<file path="config.mk">
export PLATFORM = sky130hd
export DESIGN_NAME = cp0_unit
export DESIGN_NICKNAME = d
export VERILOG_FILES = /design/src/rtl/cp0_unit.sv
export SDC_FILE = /design/constraint.sdc
export NUM_CORES = 1
export LEC_CHECK = 0
export CAP_MARGIN = 30
export CORE_MARGIN = 2
export CORE_UTILIZATION = 52
export DETAILED_ROUTE_END_ITERATION = 10
export GPL_TIMING_DRIVEN = 0
export PLACE_DENSITY = 0.85
export SLEW_MARGIN = 20
export SYNTH_ARGS = -nofsm -noshare
export SYNTH_HDL_FRONTEND = slang
export SYNTH_SLANG_ARGS = --single-unit
</file>
<file path="constraint.sdc">
create_clock -name clk -period 5.3 [get_ports clk]
set_input_delay 0.53 -clock clk [delete_from_list [all_inputs] [get_ports clk]]
set_output_delay 0.53 -clock clk [all_outputs]
set_load 0.01 [all_outputs]
</file>
<file path="src/rtl/cp0_unit.sv">
// Coprocessor-0 responder: Status/Cause/EPC/Count/Compare with mfc0/mtc0, exception
// entry/return sequencing, exception target PC and a registered timer interrupt.
module cp0_unit #(
  parameter logic [31:0] EXC_VECTOR   = 32'h0040_0004,
  parameter logic [31:0] STATUS_RESET = 32'h0000_0000,
  parameter bit          COUNT_EN     = 1'b1
) (
  input  logic        clk,
  input  logic        reset,
  input  logic        mfc0,
  input  logic        mtc0,
  input  logic [31:0] pc,
  input  logic [4:0]  rd,
  input  logic [31:0] wdata,
  input  logic        exception,
  input  logic        eret,
  input  logic [4:0]  cause,
  output logic [31:0] rdata,
  output logic [31:0] status,
  output logic [31:0] exc_addr,
  output logic        timer_irq
);

  localparam logic [4:0] REG_COUNT   = 5'd9;
  localparam logic [4:0] REG_COMPARE = 5'd11;
  localparam logic [4:0] REG_STATUS  = 5'd12;
  localparam logic [4:0] REG_CAUSE   = 5'd13;
  localparam logic [4:0] REG_EPC     = 5'd14;

  logic [31:0] status_q,  status_d;
  logic [31:0] cause_q,   cause_d;
  logic [31:0] epc_q,     epc_d;
  logic [31:0] count_q,   count_d;
  logic [31:0] compare_q, compare_d;
  logic        timer_irq_q, timer_irq_d;
  logic        mtc0_win;

  // An mtc0 only takes effect when no exception or eret claims the same edge.
  assign mtc0_win = mtc0 && !exception && !eret;

  always_comb begin
    // NOTE: every always_comb target gets a default first so no path leaves it unassigned (no latch).
    status_d  = status_q;
    cause_d   = cause_q;
    epc_d     = epc_q;
    compare_d = compare_q;
    count_d   = COUNT_EN ? count_q + 32'd1 : count_q;

    if (exception) begin
      status_d     = {status_q[26:0], 5'b0};
      cause_d[6:2] = cause;
      epc_d        = pc;
    end else if (eret) begin
      status_d = {5'b0, status_q[31:5]};
    end else if (mtc0) begin
      unique case (rd)
        REG_COUNT:   count_d        = wdata;
        REG_COMPARE: compare_d      = wdata;
        REG_STATUS:  status_d       = wdata;
        REG_CAUSE:   cause_d[9:8]   = wdata[9:8];
        REG_EPC:     epc_d          = wdata;
        default:     ;
      endcase
    end

    if (count_d == compare_d) cause_d[15] = 1'b1;
    // A Compare write clears the timer flag and beats a simultaneous match.
    if (mtc0_win && rd == REG_COMPARE) cause_d[15] = 1'b0;

    timer_irq_d = cause_q[15] & status_q[15] & status_q[0];
  end

  // NOTE: sequential state uses non-blocking assignments so all flops update from pre-edge values.
  always_ff @(posedge clk or posedge reset) begin
    if (reset) begin
      status_q    <= STATUS_RESET;
      cause_q     <= 32'h0;
      epc_q       <= 32'h0;
      count_q     <= 32'h0;
      compare_q   <= 32'hFFFF_FFFF;
      timer_irq_q <= 1'b0;
    end else begin
      status_q    <= status_d;
      cause_q     <= cause_d;
      epc_q       <= epc_d;
      count_q     <= count_d;
      compare_q   <= compare_d;
      timer_irq_q <= timer_irq_d;
    end
  end

  always_comb begin
    rdata = 32'h0;
    if (mfc0) begin
      unique case (rd)
        REG_COUNT:   rdata = count_q;
        REG_COMPARE: rdata = compare_q;
        REG_STATUS:  rdata = status_q;
        REG_CAUSE:   rdata = cause_q;
        REG_EPC:     rdata = epc_q;
        default:     rdata = 32'h0;
      endcase
    end
  end

  assign status    = status_q;
  assign exc_addr  = eret ? epc_q : EXC_VECTOR;
  assign timer_irq = timer_irq_q;

endmodule

</file>
# Yosys cells after proc, flatten, opt, wreduce, memory -nomap -nowiden
# Index checks and enable logic that the tools add are counted.
# totals
ff_bits,137
inputBits,80
output_inout_bits,97
word_cells,54
# op_classes
n_addsub,1
n_eq_ne,7
muxes,21
bitwise,4
n_reduce_logical,13
# op_table
op,n
2-to-1 mux 32 bit,18
case mux 32 bit (5 select lines),1
adder 32 x 1 -> 32 bit (second input constant),1
equality test 32 bit,1
equality test 5 x 4 -> 1 bit (second input constant),5
nonzero test 2 bit,3
nonzero test 3 bit,2
AND reduction 4 bit,1
logical AND 1 bit,3
AND reduction 3 bit,1
AND 1 bit,2
zero test 1 bit,2
2-to-1 mux 1 bit,2
!= test 2 bit (second input constant),1
NOT 1 bit,2
AND reduction 2 bit,1

# Logic depth before layout (Yosys ltp)
# Gate-level depths: netlist of the first run.
# depth
depth_word,8
ltp_mapped,13
mapped_depth_nobuf,10

# Least setup slack after synthesis of the first run
# OpenSTA, ideal clock, no wires.
# synth_timing
path_kind,input port to flip-flop
from,input port exception
to,register cause_q[15]
setup_time_ns,0.076
arrival_time_ns,2.861
setup_slack_ns,2.362
path_stages,12
path_buffers,3
path_cell_list,buf_2 or3b_1 buf_2 or3_1 buf_6 mux2_4 xor2_1 a31o_1 a311oi_1 and4bb_1 nand4_1 o21ai_1
# synth_between
elab_cells_between_ends,9
cone_classes,eq/ne (1); mux (3); reduce/logical (5)
# synth_rtl
item,line_no,text
"start, declared",15,"input logic exception,"
2-to-1 mux 32 bit,49,if (exception) begin
named net compare_d[8],34,"logic [31:0] compare_q, compare_d;"
equality test 32 bit,66,if (count_d == compare_d) cause_d[15] = 1'b1;
nonzero test 2 bit (no source line),-,
"end signal, assigned",84,cause_q <= cause_d;
"end, declared",31,"logic [31:0] cause_q, cause_d;"
# The timed path passes the listed nets, and every way through them passes these cells.
# A chain may end at the register's enable or synchronous reset.

# Worst setup path in the final report of the first run
# layout_timing
from,input port rd[1]
to,output port rdata[11]
# layout_between
elab_chain_len,3
elab_cells_between_ends,7
cone_classes,eq/ne (5); mux (2)
# layout_lines
item,line_no,text
"start, declared",13,"input logic [4:0] rd,"
equality test 5 x 4 -> 1 bit,95,unique case (rd)
case mux 32 bit (5 select lines) (*),95,
2-to-1 mux 32 bit (*),94,if (mfc0) begin
"end, declared",18,"output logic [31:0] rdata,"
# Mark *: on every way between the ends. The rest lies on a longest branch, timed or not.

==> results.toml, run 1 <==
[critical_path]
r2r_start = "count_q[0]$_DFF_PP0_"
cp_top_family = "buffers and inverters"
arrival_ns = 3.96
endpoint_kind = "output pin"
crit_path_max_fanout = 10
r2r-end = "cause_q[15]$_DFFE_PP0P_"
cp_num_buf_inv = 4
worstSetupStartpointType = "primary input"
ff2ff_setup_slack_ns = 1.67
reg2reg_depth = 10
path_class = "primary input to output pin"
cp.required_ns = 4.77
cpMaxStageDelayCell = "nor3_1"
path_cells = "clkdlybuf4s50_1, or2_2, clkbuf_1, nor3_1, clkbuf_1, a22oi_1, a21oi_1, clkdlybuf4s50_1"
slowest_delay_ns = 0.64

[pwr]
vdd_drop_max_mv = 0.253
leakage_nw = 4.24
power.density_mw_per_mm2 = 325

[clock_tree]
cts_tree = "yes"
cts_sinks = 137
numCtsBuffers = 17
path_clk_slew_ns = 0.06
clk-insertion-delay-late_ns = 0.43
post_cts_resize_count = 0
postCtsHoldBufs = 0
cts_root_buf = "clkbuf_16"
post_cts.repair.setup_buffers = 0
clockBufferDepth = 2
htree_levels = 4

[floorplanning]
io_pins = 177
die_area_mm2 = 0.0172
die_h_um = 131
fp.dieW_um = 131
rows = 46
core_mm2 = 0.0158
start_util = 0.530

[global_route]
grt.overflow.total = 0
grt_pass1_wl_mm = 50.0
antenna_found_initial = 0
first_global_vias = 8465
grt_usage = 0.397
grt_max_degree = 100

[placement]
gp_congestion = 1.02
pre_cts_ws_ns = 1.02
dpl.hpwl_mm = 25.3
dpl.cell_count = 1371
port-buffer-count = 172

[finish]
antennaDiodeCount = 0
nNetsFinal = 1255
layout-area-overhead-vs-synth_pct = 32.1
fin_cells = 1403
drive_gt1_frac = 0.0716

[logic_synthesis]
yosys_most_used_dff = "dfrtp_1"
synth-edff-count = 0
syn_nets = 1063
synth.most_common_cell = "nand2_1"
ys_ff_latch = 137
synth_area_mm2 = 0.00839
synth_common_cells = "179 x nand2_1, 105 x dfrtp_1, 85 x o21ai_0"
ys_warn_count = 0
ys_top_cells_by_area = "dfrtp_1 31%, dfstp_2 10%, nand2_1 8.0%"
syn_inst = 982
synthArstFlopShare = 1.00
yosysSeqAreaShare = 0.413
synth_top_area_frac = 0.313
yosysTopAreaCell = "dfrtp_1"
avgSynthCellArea_um2 = 8.54
ys_types = 59

[sta]
slew_viol_final = 0
final_hold_viol_count = 0
period_share = 0.847
layout_setup_ws_ns = 0.814
fmax_ghz = 0.223
slew_headroom = 0.358
clock_skew_ns = 0.00533
setup_viol = 0
worstMarginPinSlew_ns = 0.955
grt_setup_unrepaired = "no"
period_needed_ns = 4.49
fin_setup_tns_ns = 0

[detailed_routing]
drt_first_pass_iters = 7
via_count = 9030
routedWlPerCell_um = 24.0
vias_per_cell = 6.44
drt_iter0_drc = 1607
drc = 0
detail-route-antenna-nets = 0
wirelength_mm = 33.7

[min_path]
hold_path_class = "primary input to asynchronous set/reset pin"

[status]
status = "complete, no violations"

[flow_run]
max_cap_viol_count = 0
==> power breakdown <==
| group | total [W] | switching (W) | internal [W] | leakage (nW) |
|---|---|---|---|---|
| Clock | 0.00136 | 0.000468 | 0.000891 | 0.323 |
| Sequential | 0.00145 | 0.000242 | 0.00121 | 1.65 |
| Combinational | 0.000785 | 0.000418 | 0.000367 | 2.27 |
| Total | 0.00360 | 0.00113 | 0.00247 | 4.24 |
==> metal layers <==
layer  GRT usage  vias up  share of wire
met2       0.602      687           0.45
met5           0        -              0
met3       0.126      140           0.13
met4       0.163        0          0.042
li1            -     3911              -
met1       0.528     4292           0.38
==> layout by cell type (no fill, tap or decap), drive strengths merged, types with 15 or more instances in the layout <==
| cell type | n |
|---|---|
| clkdlybuf4s50 | 172 |
| nand2 | 179 |
| a21oi | 80 |
| dfstp | 32 |
| buf | 15 |
| mux2i | 61 |
| nor2 | 54 |
| nor3 | 15 |
| dfrtp | 105 |
| xnor2 | 32 |
| clkbuf | 74 |
| and2 | 33 |
| o21ai | 87 |
| nand3 | 18 |
| a22oi | 60 |
| xor2 | 26 |
==> cells by family after synthesis <==
kind of cell    share of synthesized area
simple gates                        0.196
buf+inv                            0.0400
xor+xnor                           0.0605
compound gates                      0.203
fa+ha+maj                         0.00149
flops                               0.413
mux                                0.0857
==> area by class of cell <==
cell class / instances / area, µm²
Buffer: 69 / 290
Clock buffer: 19 / 443
Clock inverter: 13 / 224
Fill cell: 1250 / 4740
Inverter: 12 / 52.6
Multi-Input combinational cell: 764 / 4590
Sequential cell: 137 / 3470
Tap cell: 216 / 270
Timing Repair Buffer: 173 / 1750
==> how the worst max path moves through the flow <==
| stage | cells past startpoint | endpoint | startpoint | slack (ns) |
|---|---|---|---|---|
| after CTS | 8 | rdata[11] | rd[1] | 0.97 |
| after global routing | 8 | rdata[11] | rd[1] | 0.80 |
| final | 8 | rdata[11] | rd[1] | 0.81 |
| after detailed placement | 8 | rdata[11] | rd[1] | 1.02 |
| after global placement | 2 | count_q[18]$_DFF_PP0_ | reset | -0.81 |
| after floorplan | 1 | cause_q[15]$_DFFE_PP0P_ | reset | 1.16 |
==> flip-flops by register name, summed over array words and instances (netlist names) <==
signal / flops
count_q: 32
timer_irq: 1
status: 32
cause_q: 8
compare_q: 32
epc_q: 32
==> through the flow <==
stage	util	hold WS [ns]	area, µm²	power [W]
2_1_floorplan	-	0.450	8390	0.00182
3_3_place_gp	0.656	0.468	10400	0.00218
3_5_place_dp	0.658	0.476	10400	0.00221
4_1_cts	0.700	0.476	11100	0.00357
5_1_grt	0.700	0.497	11100	0.00372
6_report	0.700	0.475	11100	0.00360
(Power assumes the default switching activity.)
==> inputs of run 2 (changes only) <==
Settings changed: CORE_UTILIZATION 52 to 47, PLACE_DENSITY 0.85 to 0.81.
Clock period 5.3 ns to 3.9 ns, I/O delays scaled along.
==> run 2 against run 1 <==
Critical endpoint is now rdata[15]. Count of clock-buffer cells in the layout is 1 lower. Sequential cell count unchanged. Via count grew 1.6%. Routed wire length is 1.9% higher. Register-to-register slack lost 1.6 ns. Largest power group unchanged.
==> results.toml, run 2 (synthesized netlist as in run 1, its figures left out) <==
[clock_tree]
numCtsBuffers = 17
cts_tree = "yes"
cts_root_buf = "clkbuf_16"
path_clk_slew_ns = 0.06
clk-insertion-delay-late_ns = 0.43
htree_levels = 4
clockBufferDepth = 2
post_cts.repair.setup_buffers = 0
cts_sinks = 137

[critical_path]
worstSetupStartpointType = "primary input"
cp_num_buf_inv = 4
path_class = "primary input to output pin"
slowest_delay_ns = 0.62
crit_path_max_fanout = 10
ff2ff_setup_slack_ns = 0.10
cpMaxStageDelayCell = "clkdlybuf4s50_1"
cp_top_family = "buffers and inverters"
endpoint_kind = "output pin"
arrival_ns = 3.46
path_cells = "clkdlybuf4s50_1, or2_2, clkbuf_1, nor3_2, clkbuf_1, a22oi_1, a21oi_1, clkdlybuf4s50_1"
cp.required_ns = 3.51

[floorplanning]
core_mm2 = 0.0174
fp.dieW_um = 138
die_h_um = 138
io_pins = 177
die_area_mm2 = 0.0189
start_util = 0.483
rows = 48

[sta]
setup_viol = 0
slew_headroom = 0.320
slew_viol_final = 0
worstMarginPinSlew_ns = 1.01
grt_setup_unrepaired = "yes"
period_needed_ns = 3.85
clock_skew_ns = 0.00757
fmax_ghz = 0.259
final_hold_viol_count = 0
period_share = 0.988

[detailed_routing]
wirelength_mm = 34.3
drt_first_pass_iters = 6
via_count = 9178
detail-route-antenna-nets = 0
drc = 0
routedWlPerCell_um = 24.2
vias_per_cell = 6.49
drt_iter0_drc = 1471

[finish]
fin_cells = 1415
final_common_cell = "nand2_1"
mostFrequentLayoutCells = "179 x nand2_1, 172 x clkdlybuf4s50_1, 105 x dfrtp_1"
nNetsFinal = 1258
drive_gt1_frac = 0.0790
layout-area-overhead-vs-synth_pct = 32.8
antennaDiodeCount = 0

[pwr]
p_total_w = 0.00482
vdd_drop_max_mv = 0.369
leakage_nw = 4.25
power.density_mw_per_mm2 = 433

[placement]
port-buffer-count = 172
dpl.cell_count = 1383
dpl.hpwl_mm = 25.9
gp_congestion = 1.05

[global_route]
grt_pass1_wl_mm = 50.7
antenna_found_initial = 0
first_global_vias = 8706
grt_max_degree = 34
grt.overflow.total = 0
grt_usage = 0.364

[status]
status = "complete, no violations"

[min_path]
hold_path_class = "primary input to flop"

[flow_run]
max_cap_viol_count = 0
run 2: changes by cell type in the layout (fill, tap and decap cells not counted):
cell,delta
clkinv_4,+2
inv_6,+1
bufinv_16,-2
inv_8,-1
clkinv_2,-3
clkbuf_1,-3
clkinvlp_4,+4
nor3_1,-3
nor3_2,+3
clkbuf_2,+2
buf_12,+3
run 2: where the power goes:
group	leakage (nW)	switching (W)	internal, W
combinational	2.30	0.000569	0.000506
sequential	1.65	0.000333	0.00165
clock	0.295	0.000674	0.00109
total	4.25	0.00158	0.00324
run 2: final timing paths:
path,start,to,cells past startpoint
min in group asynchronous,reset,epc_q[4]$_DFFE_PP0P_,2
hold reg to reg,compare_q[26]$_DFF_PP1_,compare_q[26]$_DFF_PP1_,2
setup reg to reg,count_q[0]$_DFF_PP0_,cause_q[15]$_DFFE_PP0P_,10
hold / removal,wdata[27],compare_q[27]$_DFF_PP1_,3
setup / recovery,rd[1],rdata[15],8
max in group asynchronous,reset,compare_q[25]$_DFF_PP1_,4
run 2: metal layers:
metal | global-route usage | part of all wire | vias to the layer above | routed length (µm)
li1 | - | - | 3920 | -
met1 | 0.460 | 0.37 | 4373 | 12700
met2 | 0.566 | 0.45 | 728 | 15400
met3 | 0.113 | 0.13 | 157 | 4500
met4 | 0.175 | 0.048 | 0 | 1660
met5 | 0 | 0 | - | 0
run 2: stage by stage:
stage / hold slack [ns] / cell area, µm² / utilization / setup slack (ns) / TNS, ns
after floorplan: 0.450 / 8390 / - / 1.10 / 0
after global placement: 0.468 / 10400 / 0.599 / -0.337 / -0.818
after detailed placement: 0.485 / 10500 / 0.604 / -0.377 / -0.477
after CTS: 0.353 / 11100 / 0.641 / 0.112 / 0
after global routing: 0.377 / 11100 / 0.642 / -0.0200 / -0.0372
final: 0.375 / 11100 / 0.642 / 0.0454 / 0
run 2: timing repair:
item                       in CTS  in global routing
hold buffers                    0                  0
gates resized for setup         2                  5
setup endpoints to repair      10                  7
run 2: tightest hold or removal path: stages:
cell      delay [ns]
clkbuf_1        0.22
nand2_1         0.12
nand2_1         0.06
run 2: layout make-up:
cell class	count	area, µm²
Clock inverter	14	198
Multi-Input combinational cell	764	4600
Buffer	69	293
Inverter	12	48.8
Timing Repair Buffer	176	1810
Fill cell	1418	6220
Tap cell	225	282
Sequential cell	137	3470
Clock buffer	18	439
